**config.mk**
```make
export PLATFORM = sky130hd
export DESIGN_NAME = fg_prog_sequencer
export DESIGN_NICKNAME = d
export VERILOG_FILES = /design/src/rtl/fg_prog_pkg.sv /design/src/rtl/fg_pulse_timer.sv /design/src/rtl/fg_prog_sequencer.sv
export SDC_FILE = /design/constraint.sdc
export NUM_CORES = 1
export LEC_CHECK = 0
export ABC_AREA = 1
export CORE_AREA = 10 10 78 87
export DETAILED_ROUTE_END_ITERATION = 12
export DIE_AREA = 0 0 88 97
export MAX_ROUTING_LAYER = met4
export PLACE_DENSITY = 0.78
export SYNTH_ARGS = -nofsm -noshare
export SYNTH_HDL_FRONTEND = slang
export SYNTH_SLANG_ARGS = --single-unit
```
**constraint.sdc**
```tcl
create_clock -name clk -period 2.07 [get_ports clk]
set_clock_uncertainty 0.1 [all_clocks]
set_input_delay 0.207 -clock clk [delete_from_list [all_inputs] [get_ports clk]]
set_output_delay 0.207 -clock clk [all_outputs]
set_load 0.005 [all_outputs]
```
**src/rtl/fg_prog_pkg.sv**
```systemverilog
// Shared types and helpers for the floating-gate programming sequencer.
// Holds the mode/state encodings and the one-hot address decoder.
package fg_prog_pkg;

    typedef enum logic [1:0] {
        MODE_TUNNEL = 2'd0,
        MODE_INJECT = 2'd1,
        MODE_READ   = 2'd2,
        MODE_RSVD   = 2'd3
    } mode_e;

    typedef enum logic [2:0] {
        ST_IDLE   = 3'd0,
        ST_SELECT = 3'd1,
        ST_PULSE  = 3'd2,
        ST_GAP    = 3'd3,
        ST_TAIL   = 3'd4,
        ST_DONE   = 3'd5
    } state_e;

    localparam int DEC_W = 32;

    // Callers size-cast the result down to their select width.
    function automatic logic [DEC_W-1:0] decode_onehot(
        input  logic [31:0] idx,
        input  logic [31:0] n,
        output logic        oor
    );
        oor = (idx >= n);
        decode_onehot = oor ? '0 : (DEC_W'(1) << idx);
    endfunction

endpackage

```
**src/rtl/fg_pulse_timer.sv**
```systemverilog
// Loadable down-counter with a zero flag; times the settle, pulse and gap intervals.
// Loading L-1 on entry to a state makes zero rise in the L-th cycle of that state.
module fg_pulse_timer #(
    parameter int W = 8
) (
    input  logic         clk,
    input  logic         reset,
    input  logic         load,
    input  logic [W-1:0] load_val,
    output logic         zero
);

    logic [W-1:0] cnt_q, cnt_d;

    always_comb begin
        cnt_d = cnt_q;
        if (load) begin
            cnt_d = load_val;
        end else if (cnt_q != '0) begin
            cnt_d = cnt_q - W'(1);
        end
    end

    always_ff @(posedge clk) begin
        if (reset) begin
            cnt_q <= '0;
        end else begin
            cnt_q <= cnt_d;
        end
    end

    assign zero = (cnt_q == '0);

endmodule

```
**src/rtl/fg_prog_sequencer.sv**
```systemverilog
// Programming sequencer for floating-gate indirect switch islands: latches a target
// command, drives one-hot mux selects and emits counted VTUN/inject/read pulses.
module fg_prog_sequencer
    import fg_prog_pkg::*;
#(
    parameter int N_ISL  = 2,
    parameter int N_ROW  = 4,
    parameter int N_COL  = 2,
    parameter int PW_W   = 8,
    parameter int PC_W   = 6,
    parameter int SETTLE = 4
) (
    input  logic                     clk,
    input  logic                     reset,
    input  logic                     cmd_valid,
    output logic                     cmd_ready,
    input  logic [$clog2(N_ISL)-1:0] cmd_island,
    input  logic [$clog2(N_ROW)-1:0] cmd_row,
    input  logic [$clog2(N_COL)-1:0] cmd_col,
    input  logic                     cmd_dir,
    input  logic [1:0]               cmd_mode,
    input  logic [PC_W-1:0]          cmd_npulse,
    input  logic [PW_W-1:0]          cmd_pwidth,
    output logic [N_ISL-1:0]         isl_sel,
    output logic [N_ROW-1:0]         row_sel,
    output logic [N_COL-1:0]         col_sel,
    output logic                     vtun_en,
    output logic                     vinj_en,
    output logic                     meas_strobe,
    output logic                     busy,
    output logic                     done,
    output logic                     err
);

    localparam logic [PW_W-1:0] SETTLE_M1 = PW_W'(SETTLE - 1);

    state_e            state_q, state_d;
    mode_e             mode_q, mode_d;
    logic [N_ISL-1:0]  isl_sel_q, isl_sel_d, isl_dec;
    logic [N_ROW-1:0]  row_sel_q, row_sel_d, row_dec;
    logic [N_COL-1:0]  col_sel_q, col_sel_d, col_dec;
    logic              isl_oor, row_oor, col_oor;
    logic [PC_W-1:0]   rem_q, rem_d;
    logic [PW_W-1:0]   wid_q, wid_d, pls_q, pls_d, cmd_wid;
    logic              vtun_q, vtun_d, vinj_q, vinj_d, meas_q, meas_d;
    logic              done_q, done_d, err_q, err_d;
    logic              tmr_load, tmr_zero;
    logic [PW_W-1:0]   tmr_val;

    fg_pulse_timer #(.W(PW_W)) u_timer (
        .clk      (clk),
        .reset    (reset),
        .load     (tmr_load),
        .load_val (tmr_val),
        .zero     (tmr_zero)
    );

    always_comb begin
        state_d   = state_q;
        mode_d    = mode_q;
        isl_sel_d = isl_sel_q;
        row_sel_d = row_sel_q;
        col_sel_d = col_sel_q;
        rem_d     = rem_q;
        wid_d     = wid_q;
        pls_d     = pls_q;
        vtun_d    = vtun_q;
        vinj_d    = vinj_q;
        meas_d    = meas_q;
        done_d    = 1'b0;
        err_d     = 1'b0;
        tmr_load  = 1'b0;
        tmr_val   = '0;
        isl_dec   = N_ISL'(decode_onehot(32'(cmd_island), N_ISL, isl_oor));
        row_dec   = N_ROW'(decode_onehot(32'(cmd_row), N_ROW, row_oor));
        col_dec   = N_COL'(decode_onehot(32'(cmd_col), N_COL, col_oor));
        // Stored as interval-minus-one so it loads straight into the timer.
        cmd_wid   = (cmd_pwidth == '0) ? '0 : cmd_pwidth - PW_W'(1);

        case (state_q)
            ST_IDLE: begin
                if (cmd_valid) begin
                    mode_d = mode_e'(cmd_mode);
                    rem_d  = cmd_npulse;
                    wid_d  = cmd_wid;
                    pls_d  = (mode_e'(cmd_mode) == MODE_READ) ? '0 : cmd_wid;
                    if (isl_oor || row_oor || col_oor || mode_e'(cmd_mode) == MODE_RSVD) begin
                        state_d = ST_DONE;
                        done_d  = 1'b1;
                        err_d   = 1'b1;
                    end else begin
                        state_d   = ST_SELECT;
                        isl_sel_d = isl_dec;
                        row_sel_d = cmd_dir ? '1 : row_dec;
                        col_sel_d = cmd_dir ? col_dec : '1;
                        tmr_load  = 1'b1;
                        tmr_val   = SETTLE_M1;
                    end
                end
            end
            ST_SELECT, ST_GAP: begin
                if (tmr_zero) begin
                    tmr_load = 1'b1;
                    if (state_q == ST_SELECT && rem_q == '0) begin
                        state_d = ST_TAIL;
                        tmr_val = SETTLE_M1;
                    end else begin
                        state_d = ST_PULSE;
                        tmr_val = pls_q;
                        vtun_d  = (mode_q == MODE_TUNNEL);
                        vinj_d  = (mode_q == MODE_INJECT);
                        meas_d  = (mode_q == MODE_READ);
                    end
                end
            end
            ST_PULSE: begin
                if (tmr_zero) begin
                    vtun_d   = 1'b0;
                    vinj_d   = 1'b0;
                    meas_d   = 1'b0;
                    rem_d    = rem_q - PC_W'(1);
                    tmr_load = 1'b1;
                    // The gap after the final pulse is skipped.
                    if (rem_q == PC_W'(1)) begin
                        state_d = ST_TAIL;
                        tmr_val = SETTLE_M1;
                    end else begin
                        state_d = ST_GAP;
                        tmr_val = wid_q;
                    end
                end
            end
            ST_TAIL: begin
                if (tmr_zero) begin
                    state_d   = ST_DONE;
                    isl_sel_d = '0;
                    row_sel_d = '0;
                    col_sel_d = '0;
                    done_d    = 1'b1;
                end
            end
            ST_DONE: state_d = ST_IDLE;
            default: state_d = ST_IDLE;
        endcase
    end

    always_ff @(posedge clk) begin
        if (reset) begin
            state_q   <= ST_IDLE;
            mode_q    <= MODE_TUNNEL;
            isl_sel_q <= '0;
            row_sel_q <= '0;
            col_sel_q <= '0;
            rem_q     <= '0;
            wid_q     <= '0;
            pls_q     <= '0;
            vtun_q    <= 1'b0;
            vinj_q    <= 1'b0;
            meas_q    <= 1'b0;
            done_q    <= 1'b0;
            err_q     <= 1'b0;
        end else begin
            state_q   <= state_d;
            mode_q    <= mode_d;
            isl_sel_q <= isl_sel_d;
            row_sel_q <= row_sel_d;
            col_sel_q <= col_sel_d;
            rem_q     <= rem_d;
            wid_q     <= wid_d;
            pls_q     <= pls_d;
            vtun_q    <= vtun_d;
            vinj_q    <= vinj_d;
            meas_q    <= meas_d;
            done_q    <= done_d;
            err_q     <= err_d;
        end
    end

    assign cmd_ready   = (state_q == ST_IDLE);
    assign busy        = (state_q != ST_IDLE);
    assign isl_sel     = isl_sel_q;
    assign row_sel     = row_sel_q;
    assign col_sel     = col_sel_q;
    assign vtun_en     = vtun_q;
    assign vinj_en     = vinj_q;
    assign meas_strobe = meas_q;
    assign done        = done_q;
    assign err         = err_q;

endmodule
```
Word-level counts from Yosys, hierarchy flattened:

Cells that the tools add are included.

* add/subtract/negate cells: 3
* multipliers: 0
* divide/modulo/power cells: 0
* order comparisons: 0
* equal/unequal tests: 15
* shifts and indexed selects: 3
* multiplexer cells: 52
* bitwise gates (word level): 1
* reduce and logical (&&, ||, !) cells: 20

Operator list (count)
* 8-bit 2-to-1 mux: 8
* 8-bit one-hot mux with 3 select lines: 1
* 3-bit 2-to-1 mux: 7
* 8-bit logical NOT: 2
* 2-bit 2-to-1 mux: 8
* 4-bit 2-to-1 mux: 4
* 8-bit by 1-bit subtractor with 8-bit output, second input constant: 2
* 1-bit 2-to-1 mux: 12
* 6-bit 2-to-1 mux: 2
* 2-bit != test, second input constant: 6
* 3-bit one-hot mux with 4 select lines: 1
* 6-bit one-hot mux with 2 select lines: 1
* 4-bit AND reduction: 3
* 1-bit one-hot mux with 2 select lines: 5
* 2-bit one-hot mux with 2 select lines: 2
* 4-bit one-hot mux with 2 select lines: 1
* 2-bit nonzero test: 4
* 8-bit nonzero test: 1
* 2-bit equality test, second input constant: 3
* 3-bit by 2-bit equality test with 1-bit output, second input constant: 2
* 6-bit by 1-bit equality test with 1-bit output, second input constant: 1
* 6-bit logical NOT: 1
* 6-bit by 1-bit subtractor with 6-bit output, second input constant: 1
* 2-bit OR reduction: 2
* other kinds (13): 14

* register bits after elaboration: 48
* latch bits: 0
* RAM bits: 0
* bits in read-only memories: 0
* input port bits: 24
* output and inout bits: 15
* word-level logic and storage cells: 108
* memories: 0

Logic depth before layout (Yosys ltp):

* depth after elaboration: 6
* mapped depth: 11
* gate-level depth less buffers: 11

Cells and area by module:

Synthesis repeated with hierarchy kept, for this count alone.

* cell total of the unflattened synthesis: 390
* area total of the unflattened synthesis: 2647.5 µm²

Modules (own cells, without submodules)
* fg_prog_sequencer: times used 1, cells each 320, area each 2174.6 µm², sequential area each 800.8 µm²
* fg_pulse_timer: times used 1, cells each 70, area each 473.0 µm², sequential area each 160.2 µm²

Worst setup path before layout:

No wires, ideal clock.

* kind: reg-to-reg
* from: register rem_q[0]
* to: register meas_q (netlist: meas_strobe)
* setup time: 0.123 ns
* arrival: 1.247 ns
* data required time: 1.847 ns
* setup slack: 0.601 ns
* cell stages (with the launch flop): 10
* path buffers: 0
* clock period less this slack: 1.469 ns
* cells stage by stage: dfxtp_1 > inv_1 > ha_1 > inv_1 > nor2_1 > nand3_1 > nor2_1 > nor2_2 > o21ai_0 > a21oi_1

* cells in the longest elaborated chain, start to end: 4

Ends and longest elaborated chain
* start, declared: line fg_prog_sequencer.sv:43 `logic [PC_W-1:0] rem_q, rem_d;`
* start signal, assigned: line fg_prog_sequencer.sv:168 `rem_q <= rem_d;`
* 6-bit logical NOT: line fg_prog_sequencer.sv:104 `if (state_q == ST_SELECT && rem_q == '0) begin`
* 1-bit logical AND: line fg_prog_sequencer.sv:104
* 2-bit != test (no line)
* 4-bit AND reduction (no line)
* end signal, assigned: line fg_prog_sequencer.sv:173 `meas_q <= meas_d;`
* end, declared: line fg_prog_sequencer.sv:45 `logic vtun_q, vtun_d, vinj_q, vinj_d, meas_q, meas_d;`

No other way between the ends.
A chain may end at the register's enable or synchronous reset.

Worst setup path after layout:

* from: register state_q[1]
* to: output port cmd_ready

* cells in the longest elaborated chain, start to end: 1

Ends and longest elaborated chain
* start, declared: line fg_prog_sequencer.sv:37 `state_e state_q, state_d;`
* start signal, assigned: line fg_prog_sequencer.sv:163 `state_q <= state_d;`
* 3-bit logical NOT: line fg_prog_sequencer.sv:179 `assign cmd_ready = (state_q == ST_IDLE);`
* end, declared: line fg_prog_sequencer.sv:16 `output logic cmd_ready,`

No other way between the ends.

==> results.cfg <==
[synth]
synth_top_family_by_area = simple AND/OR/NAND/NOR gates
synthAdderAreaFrac_pct = 2.816
syn-cell-area_um2 = 2666
syn_area_per_cell_um2 = 6.503
synth_cell_types = 29
yosys.area_share.simple_pct = 33.97
synth_warnings = 0
synth_compound_area_share_pct = 14.27
muxShareOfSynthArea_pct = 0.3754
ys_seq_elements = 48
synthesis.instances = 410
synth_seq_area_share_pct = 36.04
syn_nets = 440
synth-xor-area-share_pct = 2.628

[die]
coreArea_um2 = 4966
start_util_pct = 53.69
dieArea_um2 = 8536
die_width_um = 88
die_height_um = 97
rows = 27
io_pins = 39

[status]
status = completed

[setup_path]
crit_chain = nor2_4 > nand2_4 > inv_1 > clkdlybuf4s50_1
crit_required_ns = 1.76
end_kind = output port
start_kind = register
arrival_ns = 1.53
critPathKind = register to output port
crit_slowest_cell = clkdlybuf4s50_1
cp_max_fo = 5
regToRegStartpoint = rem_q[0]$_SDFFE_PP0P_
rr_endpoint = vtun_en$_SDFFE_PP0P_
startpoint = state_q[1]$_SDFFE_PP0P_
reg2reg_depth = 9
max_stage_delay_ns = 0.49
r2r_slack_ns = 0.28

[route]
detail_route.wl_per_cell_um = 12.45
antenna_left = 0
viasPerCell = 5.110
drt_iter0_markers = 153
drcViolationCount = 0
vias = 2596
totalWireLength_um = 6327
drt_first_pass_iters = 4

[cts]
cts_tree = built
cts_sinks = 48
postCtsSetupRepairBufs = 0
clock_latency_ns = 0.30
cts_root_buffer = clkbuf_8
path_clk_slew_ns = 0.09
clk_path_buf_depth = 2
numCtsBuffers = 5
hold_buffers = 0
cts_resized = 0
htree_levels = 2

[cells_and_area]
area_growth_syn_to_layout_pct = 20.37
final_area_um2 = 3209
layout_commonest_cell = nand2_1
mostFrequentLayoutCells = nand2_1, inv_1, dfxtp_1
nNetsFinal = 481
stdcell_count = 508
fin_util_pct = 64.63
n_antenna_cell = 0
drive_gt1_share_pct = 6.222

[grt]
first_global_vias = 2487
grt_pass1_wl_um = 10700
gr-total-overflow = 0
grt_usage_pct = 15.22
grt_max_degree = 22
antenna_found_initial = 0

[placement]
place.port_buffers = 38
dpl_cell_area_um2 = 3110
place_congestion = 0.8420
hpwl_um = 4947
dp.cells = 502
pre_cts_ws_ns = 0.1792

[sta]
finalSetupViolations = 0
finalCritPeriodShare_pct = 88.73
timing.fmax_ghz = 0.5444
fin_ws_ns = 0.2333
period_needed_ns = 1.837
final_max_slew_viol_count = 0
hold_slack_ns = 0.3621
setup_tns_ns = 0
slew_headroom_pct = 73.20
finalHoldViolations = 0
max_slew.worst_pin.slew_ns = 0.4016
rsz0062_at_grt = false

[hold_path]
worstHoldEndpoint = col_sel[0]$_SDFFE_PP0P_
hold_start = col_sel[0]$_SDFFE_PP0P_
hold_path_depth = 2
hold_path_class = register to register

[job]
drv_cap = 0

[power_and_ir_drop]
cellLeakagePower_nw = 1.464
power_mw = 4.497
powerDensity_nw_per_um2 = 1401
ir_drop_mv = 0.7101
[worst max path at each step]
| stage | to | slack, ns | cells after the start |
|---|---|---|---|
| 3_3_place_gp | pls_q[7]$_SDFFE_PP0P_ | 0.24 | 8 |
| 4_1_cts | cmd_ready | 0.23 | 4 |
| 5_1_grt | u_timer.cnt_q[7]$_SDFFE_PP0P_ | 0.04 | 10 |
| 6_report | cmd_ready | 0.23 | 4 |
| 2_1_floorplan | meas_strobe$_SDFFE_PP0P_ | 0.60 | 9 |
| 3_5_place_dp | pls_q[7]$_SDFFE_PP0P_ | 0.18 | 8 |
[cell usage after synthesis, drive strengths merged]
cell    instances  area (µm²)
nand3          38       190.2
nand2         123       471.7
xor2            7       61.31
dfxtp          48       960.9
o21a            1       7.510
clkbuf          6       22.52
mux2i           1       10.01
a31o            1       8.760
xnor2           1       8.760
nand4           2       12.51
or2             1       6.260
nand3b          1       7.510
a21oi          46       234.0
o21ai          26       130.1
buf             7       53.80
nor2           43       202.7
nor3            2       15.01
ha              6       75.07
inv            50       187.7
[sequential cells by signal, indices dropped and copies added, names as in the netlist]
signal,count
state_q,3
wid_q,8
vtun_en,1
isl_sel,2
pls_q,8
mode_q,2
vinj_en,1
done,1
err,1
row_sel,4
rem_q,6
u_timer.cnt_q,8
meas_strobe,1
col_sel,2
[cell type report]
type	count	area (µm²)
tap	58	72.57
clock inverter	1	30.03
timing repair buffer	47	447.9
fill	474	1757
sequential	48	960.9
multi-input combinational	299	1441
inverter	50	187.7
clock buffer	5	68.82
[routing by layer]
| metal | global-route usage [%] | vias to the layer above | wire (µm) | part of all wire (%) |
|---|---|---|---|---|
| li1 | - | 1375 | - | - |
| met1 | 18.14 | 1163 | 2890 | 46 |
| met2 | 24.27 | 50 | 3099 | 49 |
| met3 | 3.015 | 8 | 254 | 4.0 |
| met4 | 5.990 | 0 | 83 | 1.3 |
| met5 | - | - | 0 | 0 |
[power breakdown]
group / switching, mW / internal [mW] / leakage, nW
registers: 0.176 / 1.20 / 0.394
clock network: 0.304 / 0.347 / 0.0501
logic: 1.52 / 0.949 / 1.02
[cells by family (layout without fill, tap and decap cells)]
group / Yosys count / in the layout
mux: 1 / 1
buf+inv: 63 / 103
compound gates: 74 / 74
fa+ha+maj: 6 / 6
simple gates: 210 / 210
xor+xnor: 8 / 8
flops: 48 / 48
[worst max-delay path, delay by kind of cell (launching register included)]
family | cells | cell delay, ns
buffers and inverters | 2 | 0.55
DFF | 1 | 0.38
and+or+nand+nor | 2 | 0.29
No activity file was read; power rests on OpenSTA's default activity.
